===== config.mk =====
export PLATFORM = sky130hd
export DESIGN_NAME = fios_operand_server
export DESIGN_NICKNAME = d
export VERILOG_FILES = /design/src/rtl/fios_operand_server.sv
export SDC_FILE = /design/constraint.sdc
export NUM_CORES = 1
export LEC_CHECK = 0
export CORE_MARGIN = 1.5
export CORE_UTILIZATION = 64
export DETAILED_ROUTE_END_ITERATION = 8
export GPL_ROUTABILITY_DRIVEN = 0
export PLACE_DENSITY = 0.82
export SLEW_MARGIN = 0
export SYNTH_ARGS = -nofsm -noshare
export SYNTH_HDL_FRONTEND = slang
export SYNTH_SLANG_ARGS = --single-unit

===== constraint.sdc =====
create_clock -name clock_i -period 8.5 [get_ports clock_i]
set_input_delay 1.275 -clock clock_i [delete_from_list [all_inputs] [get_ports clock_i]]
set_output_delay 1.275 -clock clock_i [all_outputs]
set_load 0.01 [all_outputs]

===== src/rtl/fios_operand_server.sv =====
// fios_operand_server: responder side of the FIOS Montgomery multiplier's
// fetch/push handshake. Buffers host-loaded operands a, b and p, serves them
// to the multiplier on request, captures result words and streams them back
// to the host over a valid/ready interface.
module fios_operand_server #(
    parameter int s     = 8,
    parameter int PE_NB = 8
) (
    input  logic                  clock_i,
    input  logic                  reset_i,
    input  logic                  load_valid_i,
    input  logic [1:0]            load_sel_i,
    input  logic [16:0]           load_data_i,
    output logic                  load_ready_o,
    input  logic                  start_i,
    output logic                  start_o,
    input  logic                  a_shift_i,
    input  logic                  b_fetch_i,
    input  logic                  p_fetch_i,
    input  logic                  RES_push_i,
    input  logic                  done_i,
    input  logic [16:0]           RES_i,
    output logic [PE_NB*17-1:0]   a_o,
    output logic [16:0]           b_o,
    output logic [16:0]           p_o,
    output logic                  res_valid_o,
    output logic [16:0]           res_data_o,
    input  logic                  res_ready_i,
    output logic                  busy_o,
    output logic                  err_o
);

    // Counter width holds 0..s, pointer width holds 0..s-1, the a window base
    // can reach the first multiple of PE_NB at or above s.
    localparam int CW      = $clog2(s + 1);
    localparam int PW      = (s > 1) ? $clog2(s) : 1;
    localparam int AW      = $clog2(s + PE_NB);
    localparam int A_MAX_I = ((s + PE_NB - 1) / PE_NB) * PE_NB;

    localparam logic [CW-1:0] S_C    = CW'(s);
    localparam logic [PW-1:0] LAST_P = PW'(s - 1);
    localparam logic [AW-1:0] A_MAX  = AW'(A_MAX_I);
    localparam logic [AW-1:0] A_STEP = AW'(PE_NB);
    localparam logic [AW:0]   S_A    = (AW + 1)'(s);

    typedef enum logic [1:0] {
        ST_IDLE  = 2'd0,
        ST_RUN   = 2'd1,
        ST_DRAIN = 2'd2
    } state_t;

    state_t          state_q, state_d;
    logic [CW-1:0]   la_q, la_d, lb_q, lb_d, lp_q, lp_d;
    logic [AW-1:0]   a_base_q, a_base_d;
    logic [PW-1:0]   b_ptr_q, b_ptr_d, p_ptr_q, p_ptr_d;
    logic [CW-1:0]   res_wr_q, res_wr_d, res_rd_q, res_rd_d;
    logic            err_q, err_d;
    logic            start_q, start_d;
    logic            res_valid_q, res_valid_d;
    logic            a_we_s, b_we_s, p_we_s, res_we_s;
    logic            operands_full_s;

    logic [16:0]     a_mem_q   [s];
    logic [16:0]     b_mem_q   [s];
    logic [16:0]     p_mem_q   [s];
    logic [16:0]     res_mem_q [s];

    assign operands_full_s = (la_q == S_C) && (lb_q == S_C) && (lp_q == S_C);

    // Next-state, pointer, counter and write-enable decode
    always_comb begin
        state_d     = state_q;
        la_d        = la_q;
        lb_d        = lb_q;
        lp_d        = lp_q;
        a_base_d    = a_base_q;
        b_ptr_d     = b_ptr_q;
        p_ptr_d     = p_ptr_q;
        res_wr_d    = res_wr_q;
        res_rd_d    = res_rd_q;
        err_d       = err_q;
        start_d     = 1'b0;
        res_valid_d = 1'b0;
        a_we_s      = 1'b0;
        b_we_s      = 1'b0;
        p_we_s      = 1'b0;
        res_we_s    = 1'b0;
        case (state_q)
            ST_IDLE: begin
                if (start_i && operands_full_s) begin
                    state_d  = ST_RUN;
                    start_d  = 1'b1;
                    err_d    = 1'b0;
                    la_d     = {CW{1'b0}};
                    lb_d     = {CW{1'b0}};
                    lp_d     = {CW{1'b0}};
                    a_base_d = {AW{1'b0}};
                    b_ptr_d  = {PW{1'b0}};
                    p_ptr_d  = {PW{1'b0}};
                    res_wr_d = {CW{1'b0}};
                    res_rd_d = {CW{1'b0}};
                end else if (load_valid_i) begin
                    // Words beyond s per operand, and sel 3, fall on the floor.
                    case (load_sel_i)
                        2'd0: begin
                            if (la_q != S_C) begin
                                a_we_s = 1'b1;
                                la_d   = la_q + CW'(1);
                            end else begin
                                la_d   = la_q;
                            end
                        end
                        2'd1: begin
                            if (lb_q != S_C) begin
                                b_we_s = 1'b1;
                                lb_d   = lb_q + CW'(1);
                            end else begin
                                lb_d   = lb_q;
                            end
                        end
                        2'd2: begin
                            if (lp_q != S_C) begin
                                p_we_s = 1'b1;
                                lp_d   = lp_q + CW'(1);
                            end else begin
                                lp_d   = lp_q;
                            end
                        end
                        default: begin
                            la_d = la_q;
                        end
                    endcase
                end else begin
                    state_d = ST_IDLE;
                end
            end
            ST_RUN: begin
                // The a window base sticks once it covers the whole operand.
                if (a_shift_i && (a_base_q != A_MAX)) begin
                    a_base_d = a_base_q + A_STEP;
                end else begin
                    a_base_d = a_base_q;
                end
                if (b_fetch_i) begin
                    b_ptr_d = (b_ptr_q == LAST_P) ? {PW{1'b0}} : b_ptr_q + PW'(1);
                end else begin
                    b_ptr_d = b_ptr_q;
                end
                if (p_fetch_i) begin
                    p_ptr_d = (p_ptr_q == LAST_P) ? {PW{1'b0}} : p_ptr_q + PW'(1);
                end else begin
                    p_ptr_d = p_ptr_q;
                end
                if (RES_push_i) begin
                    if (res_wr_q != S_C) begin
                        res_we_s = 1'b1;
                        res_wr_d = res_wr_q + CW'(1);
                    end else begin
                        err_d    = 1'b1;
                    end
                end else begin
                    res_wr_d = res_wr_q;
                end
                if (done_i) begin
                    state_d = ST_DRAIN;
                end else begin
                    state_d = ST_RUN;
                end
            end
            ST_DRAIN: begin
                if (res_valid_q && res_ready_i) begin
                    res_rd_d = res_rd_q + CW'(1);
                    if (res_rd_d == res_wr_q) begin
                        state_d = ST_IDLE;
                    end else begin
                        state_d = ST_DRAIN;
                    end
                end else if (res_wr_q == {CW{1'b0}}) begin
                    state_d = ST_IDLE;
                end else begin
                    state_d = ST_DRAIN;
                end
            end
            default: begin
                state_d = ST_IDLE;
            end
        endcase
        // Valid is registered, so it first appears one cycle after DRAIN entry.
        res_valid_d = (state_q == ST_DRAIN) && (state_d == ST_DRAIN) &&
                      (res_rd_d < res_wr_d);
    end

    // State, pointer, flag and memory registers with synchronous reset
    always_ff @(posedge clock_i) begin
        if (reset_i) begin
            state_q     <= ST_IDLE;
            la_q        <= {CW{1'b0}};
            lb_q        <= {CW{1'b0}};
            lp_q        <= {CW{1'b0}};
            a_base_q    <= {AW{1'b0}};
            b_ptr_q     <= {PW{1'b0}};
            p_ptr_q     <= {PW{1'b0}};
            res_wr_q    <= {CW{1'b0}};
            res_rd_q    <= {CW{1'b0}};
            err_q       <= 1'b0;
            start_q     <= 1'b0;
            res_valid_q <= 1'b0;
            for (int i = 0; i < s; i++) begin
                a_mem_q[i]   <= 17'd0;
                b_mem_q[i]   <= 17'd0;
                p_mem_q[i]   <= 17'd0;
                res_mem_q[i] <= 17'd0;
            end
        end else begin
            state_q     <= state_d;
            la_q        <= la_d;
            lb_q        <= lb_d;
            lp_q        <= lp_d;
            a_base_q    <= a_base_d;
            b_ptr_q     <= b_ptr_d;
            p_ptr_q     <= p_ptr_d;
            res_wr_q    <= res_wr_d;
            res_rd_q    <= res_rd_d;
            err_q       <= err_d;
            start_q     <= start_d;
            res_valid_q <= res_valid_d;
            if (a_we_s) begin
                a_mem_q[la_q[PW-1:0]] <= load_data_i;
            end
            if (b_we_s) begin
                b_mem_q[lb_q[PW-1:0]] <= load_data_i;
            end
            if (p_we_s) begin
                p_mem_q[lp_q[PW-1:0]] <= load_data_i;
            end
            if (res_we_s) begin
                res_mem_q[res_wr_q[PW-1:0]] <= RES_i;
            end
        end
    end

    // a window: words past the end of the operand read as zero
    always_comb begin
        logic [AW:0] idx;
        a_o = {(PE_NB * 17){1'b0}};
        for (int j = 0; j < PE_NB; j++) begin
            idx = {1'b0, a_base_q} + (AW + 1)'(j);
            if (idx < S_A) begin
                a_o[17*j +: 17] = a_mem_q[idx[PW-1:0]];
            end else begin
                a_o[17*j +: 17] = 17'd0;
            end
        end
    end

    assign b_o          = b_mem_q[b_ptr_q];
    assign p_o          = p_mem_q[p_ptr_q];
    assign res_data_o   = (res_rd_q < S_C) ? res_mem_q[res_rd_q[PW-1:0]] : 17'd0;
    assign res_valid_o  = res_valid_q;
    assign start_o      = start_q;
    assign err_o        = err_q;
    assign load_ready_o = (state_q == ST_IDLE);
    assign busy_o       = (state_q != ST_IDLE);

endmodule

Word level (Yosys, flattened, before mapping). Memory sizes are Yosys's and may differ from the RTL's. A register that Yosys moved wholly into a read port is not among the register bits. Cells that the tools add are included.

$add $sub $neg: 15. $lt $le $gt $ge: 10. Eq/ne operators: 22. Muxes and demuxes: 101. Bitwise operators: 1. Reduce and logical (&&, ||, !) cells: 31.

Operator list (number): $mux 17 (13); $mux 4 (19); $reduce_or 17->1 (4); $mux 3 (16); $mux 1 (40); $lt 5x4->1 const B (7); $pmux 4 s2 (3); $add 4x1->4 const B (5); $add 4x3->5 const B (4); $ne 4x4->1 const B (5); $reduce_bool 2->1 (9); $reduce_and 4->1 (4); $eq 4x4->1 const B (3); $mux 2 (6); $pmux 3 s2 (2); $add 4x2->5 const B (2); $ne 2x2->1 const B (5); $reduce_and 3->1 (3); $lt 4x4->1 const B (2); $logic_and 1x1->1 (7); $add 3x1->3 const B (2); $eq 2x2->1 const B (3); $eq 3x3->1 const B (2); $pmux 2 s3 (1); 11 further kinds (13).

Register bits: 35. Memory bits (writable): 544. Input port bits: 46. Logic and storage cells: 196. Memories kept: 4.

Memories: a_mem_q (words 8, width 17, read ports 8, clocked after Yosys merged registers in 1, wr ports 8, RTL line 63) `logic [16:0] a_mem_q [s];`; b_mem_q (words 8, width 17, read ports 1, clocked after Yosys merged registers in 1, wr ports 8, RTL line 64) `logic [16:0] b_mem_q [s];`; p_mem_q (words 8, width 17, read ports 1, clocked after Yosys merged registers in 1, wr ports 8, RTL line 65) `logic [16:0] p_mem_q [s];`; res_mem_q (words 8, width 17, read ports 1, clocked after Yosys merged registers in 1, wr ports 8, RTL line 66) `logic [16:0] res_mem_q [s];`.

Longest topological paths before layout. Gate-level depths: netlist of run 1.

Depth in word-level cells: 11. Depth in mapped cells: 13.

Worst setup path before layout of run 1. Ideal clock, no wire load.

Path kind: reg-to-output. Start point: register a_base_q[1]. End point: output a_o[64]. Arrival: 2917 ps. Data required time: 7225 ps. Setup slack: 4308 ps. Stages on the path, launching flop included: 12. Path through: dfxtp_1 > buf_2 > buf_2 > buf_1 > inv_1 > ha_1 > buf_2 > buf_2 > buf_1 > mux4_2 > nand2_1 > a21oi_1.

Word-level cells in the longest chain between the ends: 3.

RTL lines: start, declared (RTL line 54) `logic [AW-1:0] a_base_q, a_base_d;`; start signal, assigned (RTL line 200) `a_base_q <= {AW{1'b0}};`; start signal, assigned (RTL line 219) `a_base_q <= a_base_d;`; $add 4x2->5 (*) (RTL line 247) `idx = {1'b0, a_base_q} + (AW + 1)'(j);`; $lt 5x4->1 / $mem_v2 8x17 (equally long branches); $mux 17 (*) (RTL line 248) `if (idx < S_A) begin`; end, declared (RTL line 23) `output logic [PE_NB*17-1:0] a_o,`.

Mark *: on every way between the ends. The rest lies on a longest branch, timed or not.

Final worst setup path of run 1.
Start point: register a_base_q[0]. End point: output a_o[129].

Word-level cells in the longest chain between the ends: 3.

RTL lines (RTL line): $add 4x3->5 (*) (247); $lt 5x4->1 / $mem_v2 8x17 (equally long branches); $mux 17 (*) (248).

Marked as above.

==> results_dict.tcl, run 1 <==
set metrics [dict create \
    status "complete, no violations" \
    drt_iter0_drc 2551 \
    design_area_um2 36110 \
    criticalPathCategory "flip-flop to primary output" \
    p_int_mw 4.794 \
    cts_max_level 2 \
    fillers 2993 \
    holdWs_ns 0.4962 \
    cts.clk_slew.worst_paths_ns 0.06 \
    final.setup.tns_ns 0 \
    synth_top_family_by_area "multiplexers" \
    cts_hold_buf 0 \
    pwr_density_cell_nw_per_um2 169.2 \
    finalSetupViolCount 0 \
    finalCriticalPeriod_ns 5.520 \
    num_vias 20420 \
    drc 0 \
    finish.cell_count_without_fillers 3143 \
    synth_edf_count 544 \
    rsz0062_at_grt "false" \
    yosysWarnings 0 \
    path_max_fanout 68 \
    grt_max_degree 69 \
    ant_nets 0 \
    skew_ns 0.01722 \
    io_pins 238 \
    synth_xor_area_share_pct 0.5281 \
    post_dp_cell_area_um2 34330 \
    sw_frac_of_total_pct 21.54 \
    synthMuxAreaShare_pct 21.78 \
    hold_path.class "flip-flop to flip-flop" \
    die_area_um2 50580 \
    power.leakage_nw 12.58 \
    wl_per_cell_um 25.10 \
    p_switching_mw 1.316 \
    arrival_ns 4.24 \
    slew_violations 0 \
    synth-main-ff-cell "edfxtp_1" \
    clock-sinks 588 \
    syn_area_per_cell_um2 13.87 \
    overflow 0 \
    peakVddDrop_mv 0.1460 \
    root_buffer "clkbuf_16" \
    num_rows 81 \
    required_ns 7.22 \
    nets 2501 \
    synth_top_cell_area_share_pct 51.84 \
    combPwrFrac_pct 6.3 \
    clock_latency_ns 0.59 \
    synth.cell_area_um2 31510 \
    grt_pass1_wl_um 118500 \
    power_frac_clock_pct 39.4 \
    firstDrtPassIters 8 \
    drive_gt1_share_pct 19.14 \
    maxCapViolations 0 \
    max-slew-margin-rel_pct 11.04 \
    synth_async_sr_flop_share_pct 0 \
    antenna_found_initial 3 \
    placed_cells 3039 \
    die_height_um 224.9 \
    port_buffers 237 \
    tightest_slew_ns 1.330 \
    start_util_pct 64.64 \
    cts_tree "yes" \
    post_cts_resized 0 \
    wirelength_um 78900 \
    seq_power_share_pct 54.3 \
    grt_pass1_vias 19780 \
    post-route-period-util_pct 64.94 \
    synth_nets 2342 \
    synth_cell_type_count 55 \
    synth_area_leader_cell "edfxtp_1" \
    fp.dieW_um 224.9 \
    fmax_mhz 181.2 \
    synth_area_leaders "edfxtp_1 52%, mux4_2 18%, and2_1 11%" \
    grt_usage_pct 31.23 \
    post-cts-setup-buffers 0 \
    ys_seq_elements 588 \
    regToRegSetupSlack_ns 4.34 \
    end_kind "primary output" \
    timing.final.hold_violations 0 \
    synth-simple-area-share_pct 16.79 \
    dp_hpwl_um 51700 \
    seq_area_frac_synth_pct 54.64 \
    clock_path_buffers 3 \
    area_growth_pct 14.59 \
    core-area_um2 48750 \
    viasPerCell 6.496 \
    startpoint_type "flip-flop" \
    synth_compound_area_share_pct 2.462 \
    syn-instance-count 2272 \
    synthAdderAreaFrac_pct 0.9530 \
    cts_buffers 54 \
]
## critical path, stage by stage, from the launching register on
cell	delay, ns
dfxtp_4	1.03
inv_1	0.28
ha_4	0.96
mux4_2	0.65
nand2_1	0.09
a21oi_1	0.07
clkdlybuf4s50_1	0.50
## routing by layer
metal	GRT usage, %	vias up	wire [um]
li1	-	8724	-
met1	46.12	10210	31310
met2	48.98	1346	37480
met3	4.772	136	8143
met4	8.985	0	1970
met5	0	-	0
## metrics by stage
step	util (%)	power, mW	setup slack (ns)
finish	74.07	6.110	2.980
global route	74.07	6.252	2.655
CTS	74.05	6.113	2.924
detailed placement	70.43	3.755	3.540
global placement	70.43	3.737	3.614
floorplan	-	3.545	4.308
## power groups by stage
stage          clock network, mW  logic, mW  registers [mW]
2_1_floorplan                  0      0.195            3.35
3_3_place_gp                   0      0.374            3.36
3_5_place_dp                   0      0.381            3.37
4_1_cts                     2.42      0.384            3.31
5_1_grt                     2.52      0.407            3.32
6_report                    2.41      0.385            3.32
## path summary, 6_finish.rpt
path / end / cells past startpoint / from
max: a_o[129] / 6 / a_base_q[0]$_SDFFE_PP0P_
min: err_o$_SDFFE_PP0P_ / 2 / err_o$_SDFFE_PP0P_
max reg2reg: res_valid_o$_SDFF_PP0_ / 10 / lb_q[0]$_SDFFE_PP0P_
min reg2reg: err_o$_SDFFE_PP0P_ / 2 / err_o$_SDFFE_PP0P_
## placed cells by master (no fill, tap or decap), types with 4 or more instances in the layout
cell type,Yosys,routed
nor2_8,6,6
dfxtp_1,44,37
nand4_1,13,13
clkbuf_1,119,8
and2_1,546,546
a21oi_1,93,93
clkdlybuf4s50_1,0,237
nand3_1,23,23
mux2_2,38,38
buf_4,0,53
nand2_1,166,166
inv_1,15,15
nor2b_1,18,18
xnor2_1,11,9
nor2_1,109,109
edfxtp_1,544,544
or3_1,6,6
clkinv_1,0,5
nor3_2,6,6
and3b_1,4,4
ha_1,24,22
o21ai_1,1,27
clkbuf_8,0,11
mux4_2,255,255
clkinv_2,0,15
dfxtp_2,0,6
clkbuf_16,0,56
or2_2,9,9
mux2i_1,69,69
nand3b_1,7,7
xor2_1,8,6
## cells by family (layout without fill, tap and decap cells)
group,count (synthesis),after routing
AND/OR/NAND/NOR,934,934
flip-flops,588,588
multiplexers,362,362
buffers and inverters,204,408
AO/OA/AOI/OAI,141,141
adder cells (fa/ha/maj),24,24
XOR/XNOR,19,19
other,0,3
## registers in the layout (all words and copies together) (netlist names), named ones only
| signal | cells |
|---|---|
| a_mem_q | 136 |
| b_mem_q | 136 |
| p_mem_q | 136 |
| res_mem_q | 136 |
| a_base_q | 4 |
| la_q | 4 |
| lb_q | 4 |
| lp_q | 4 |
| res_rd_q | 4 |
| res_wr_q | 4 |
| b_ptr_q | 3 |
| p_ptr_q | 3 |
| state_q | 2 |
| err_o | 1 |
| res_valid_o | 1 |
| start_o | 1 |
## cells in the mapped netlist, types with 2 or more instances
| master | instances |
|---|---|
| a2111oi_0 | 2 |
| a21oi_1 | 93 |
| a311oi_1 | 2 |
| a31oi_1 | 2 |
| and2_1 | 546 |
| and3_1 | 3 |
| and3b_1 | 4 |
| and4b_1 | 2 |
| buf_1 | 17 |
| buf_2 | 41 |
| buf_6 | 8 |
| buf_8 | 2 |
| clkbuf_1 | 119 |
| dfxtp_1 | 44 |
| edfxtp_1 | 544 |
| ha_1 | 24 |
| inv_1 | 15 |
| inv_2 | 2 |
| mux2_2 | 38 |
| mux2i_1 | 69 |
| mux4_2 | 255 |
| nand2_1 | 166 |
| nand2b_1 | 2 |
| nand3_1 | 23 |
| nand3b_1 | 7 |
| nand4_1 | 13 |
| nand4b_1 | 2 |
| nor2_1 | 109 |
| nor2_4 | 2 |
| nor2_8 | 6 |
| nor2b_1 | 18 |
| nor3_1 | 2 |
| nor3_2 | 6 |
| nor4b_1 | 3 |
| o211ai_1 | 2 |
| o21ai_0 | 28 |
| or2_2 | 9 |
| or3_1 | 6 |
| or4_1 | 3 |
| xnor2_1 | 11 |
| xor2_1 | 8 |
## layout make-up
type | count | area (um^2) | area share (%)
multi-input cells | 1480 | 13440 | 37.22
inverters | 17 | 63.81 | 0.1767
well taps | 664 | 830.8 | 2.301
clock buffers | 75 | 1583 | 4.384
flip-flops and latches | 588 | 17230 | 47.71
repair buffers | 290 | 2770 | 7.672
diodes | 3 | 7.507 | 0.02079
clock inverters | 26 | 185.2 | 0.5129
No activity file was read; power rests on OpenSTA's default activity.
==> run 2: changes to the inputs <==
CORE_UTILIZATION = 59   (was 64)
PLACE_DENSITY = 0.76   (was 0.82)
clock period = 5.13 ns   (was 8.5 ns; I/O delays follow)
==> run 2 against run 1 <==
  * Sequential share of layout area shrank 0.11 points
  * Setup slack got worse by 2.2 ns
  * Register-to-register slack worse by 2.5 ns
  * Non-clock buffer count rose by 18
  * Worst hold slack worse by 0.016 ns
  * Sequential cell count is the same
  * Final cell count is 1.7% higher
  * Count of clock-buffer cells in the layout up 8
  * Clock power is 59% higher
  * Sequential power is 65% higher
  * Routed wire length decreased by 1.9%
  * Combinational power increased by 66%
==> results_dict.tcl, run 2 (synthesis results as in run 1) <==
set metrics [dict create \
    fmax_mhz 230.0 \
    wl_per_cell_um 24.23 \
    firstDrtPassIters 6 \
    cts.clk_slew.worst_paths_ns 0.06 \
    design_area_um2 36190 \
    pwr_density_cell_nw_per_um2 275.2 \
    path_max_fanout 34 \
    maxCapViolations 0 \
    slew_violations 0 \
    grt_pass1_vias 19590 \
    antenna_found_initial 8 \
    wirelength_um 77420 \
    power_frac_clock_pct 38.6 \
    num_vias 20000 \
    sw_frac_of_total_pct 21.65 \
    end_kind "primary output" \
    start_util_pct 59.84 \
    grt_pass1_wl_um 117000 \
    post_cts_resized 0 \
    post_dp_cell_area_um2 34510 \
    core-area_um2 52660 \
    required_ns 4.36 \
    nets 2522 \
    tightest_slew_ns 1.256 \
    pre_cts_slack_ns 1.417 \
    cts_hold_buf 0 \
    final_util_pct 68.74 \
    p_int_mw 7.805 \
    cts_buffers 57 \
    root_buffer "clkbuf_16" \
    skew_ns 0.02023 \
    cts_tree "yes" \
    dp_hpwl_um 51890 \
    post-route-period-util_pct 84.76 \
    hold_path_depth 2 \
    finalSetupViolCount 0 \
    overflow 0 \
    seq_power_share_pct 55.0 \
    port_buffers 237 \
    rsz0062_at_grt "false" \
    fp.dieW_um 234.1 \
    status "complete, no violations" \
    hold_path.class "flip-flop to flip-flop" \
    seqCellArea_um2 17230 \
    clock_path_buffers 3 \
    cts_max_level 2 \
    p_switching_mw 2.156 \
    layout_setup_ws_ns 0.7821 \
    final.setup.tns_ns 0 \
    arrival_ns 3.58 \
    die_area_um2 54800 \
    placed_cells 3081 \
    ant_nets 0 \
    multi_input_area_um2 13440 \
    holdWs_ns 0.4805 \
    grt_max_degree 127 \
    worstRegToRegCells 10 \
    die_height_um 234.1 \
    combPwrFrac_pct 6.4 \
    drive_gt1_share_pct 18.80 \
    criticalPathCategory "flip-flop to primary output" \
    peakVddDrop_mv 0.2676 \
    drc 0 \
    clock_latency_ns 0.61 \
    drt_iter0_drc 1841 \
    finish.cell_count_without_fillers 3195 \
    fillers 3541 \
    num_rows 84 \
    final_cell_mix "546 x and2_1, 544 x edfxtp_1, 255 x mux4_2" \
    layout_commonest_cell "and2_1" \
    timing.final.hold_violations 0 \
    finalCriticalPeriod_ns 4.348 \
    area_growth_pct 14.86 \
    power.leakage_nw 12.60 \
    clock-sinks 588 \
    grt_usage_pct 28.63 \
    post-cts-setup-buffers 0 \
    power_mw 9.961 \
    io_pins 238 \
    viasPerCell 6.260 \
    startpoint_type "flip-flop" \
    max-slew-margin-rel_pct 15.92 \
]
run 2: cell types whose count changed in the layout (fill, tap and decap cells not counted), sizes merged:
| cell | delta |
|---|---|
| buf | +18 |
| bufinv | -1 |
| clkbuf | +8 |
| clkinv | +1 |
| clkinvlp | -3 |
| diode | +4 |
| inv | +1 |
run 2: critical path: stages, from the launching register on:
cell	delay [ns]
dfxtp_1	0.75
inv_1	0.28
ha_2	1.04
mux2i_1	0.19
nor2_1	0.13
clkdlybuf4s50_1	0.55
run 2: worst paths after layout:
kind                            startpoint                       end  slack [ns]
setup / recovery  a_base_q[2]$_SDFFE_PP0P_                  a_o[109]        0.78
hold / removal    a_base_q[3]$_SDFFE_PP0P_  a_base_q[3]$_SDFFE_PP0P_        0.48
setup reg to reg     state_q[0]$_SDFF_PP0_    res_valid_o$_SDFF_PP0_        1.89
hold reg to reg   a_base_q[3]$_SDFFE_PP0P_  a_base_q[3]$_SDFFE_PP0P_        0.48
run 2: metal layers:
layer / share of wire, % / wire length, um / vias to the layer above / GRT usage, %
met5: 0.012 / 9 / - / 0
met4: 2.2 / 1742 / 2 / 7.833
met3: 8.7 / 6773 / 123 / 4.767
met2: 49 / 37960 / 994 / 46.77
met1: 40 / 30940 / 10100 / 40.23
li1: - / - / 8786 / -
run 2: power groups by stage:
stage	Sequential, mW	Clock (mW)	Combinational, mW
2_1_floorplan	5.55	0	0.324
3_3_place_gp	5.56	0	0.626
4_1_cts	5.48	3.88	0.639
3_5_place_dp	5.58	0	0.637
5_1_grt	5.49	4.05	0.682
6_report	5.48	3.84	0.638
run 2: final cells by class:
class | instances | share of cell area [%]
clock buffer | 83 | 4.238
multi-input combinational | 1480 | 37.13
tap | 688 | 2.378
inverter | 17 | 0.1763
sequential | 588 | 47.60
clock inverter | 24 | 0.3630
timing repair buffer | 308 | 8.062
antenna | 7 | 0.04840
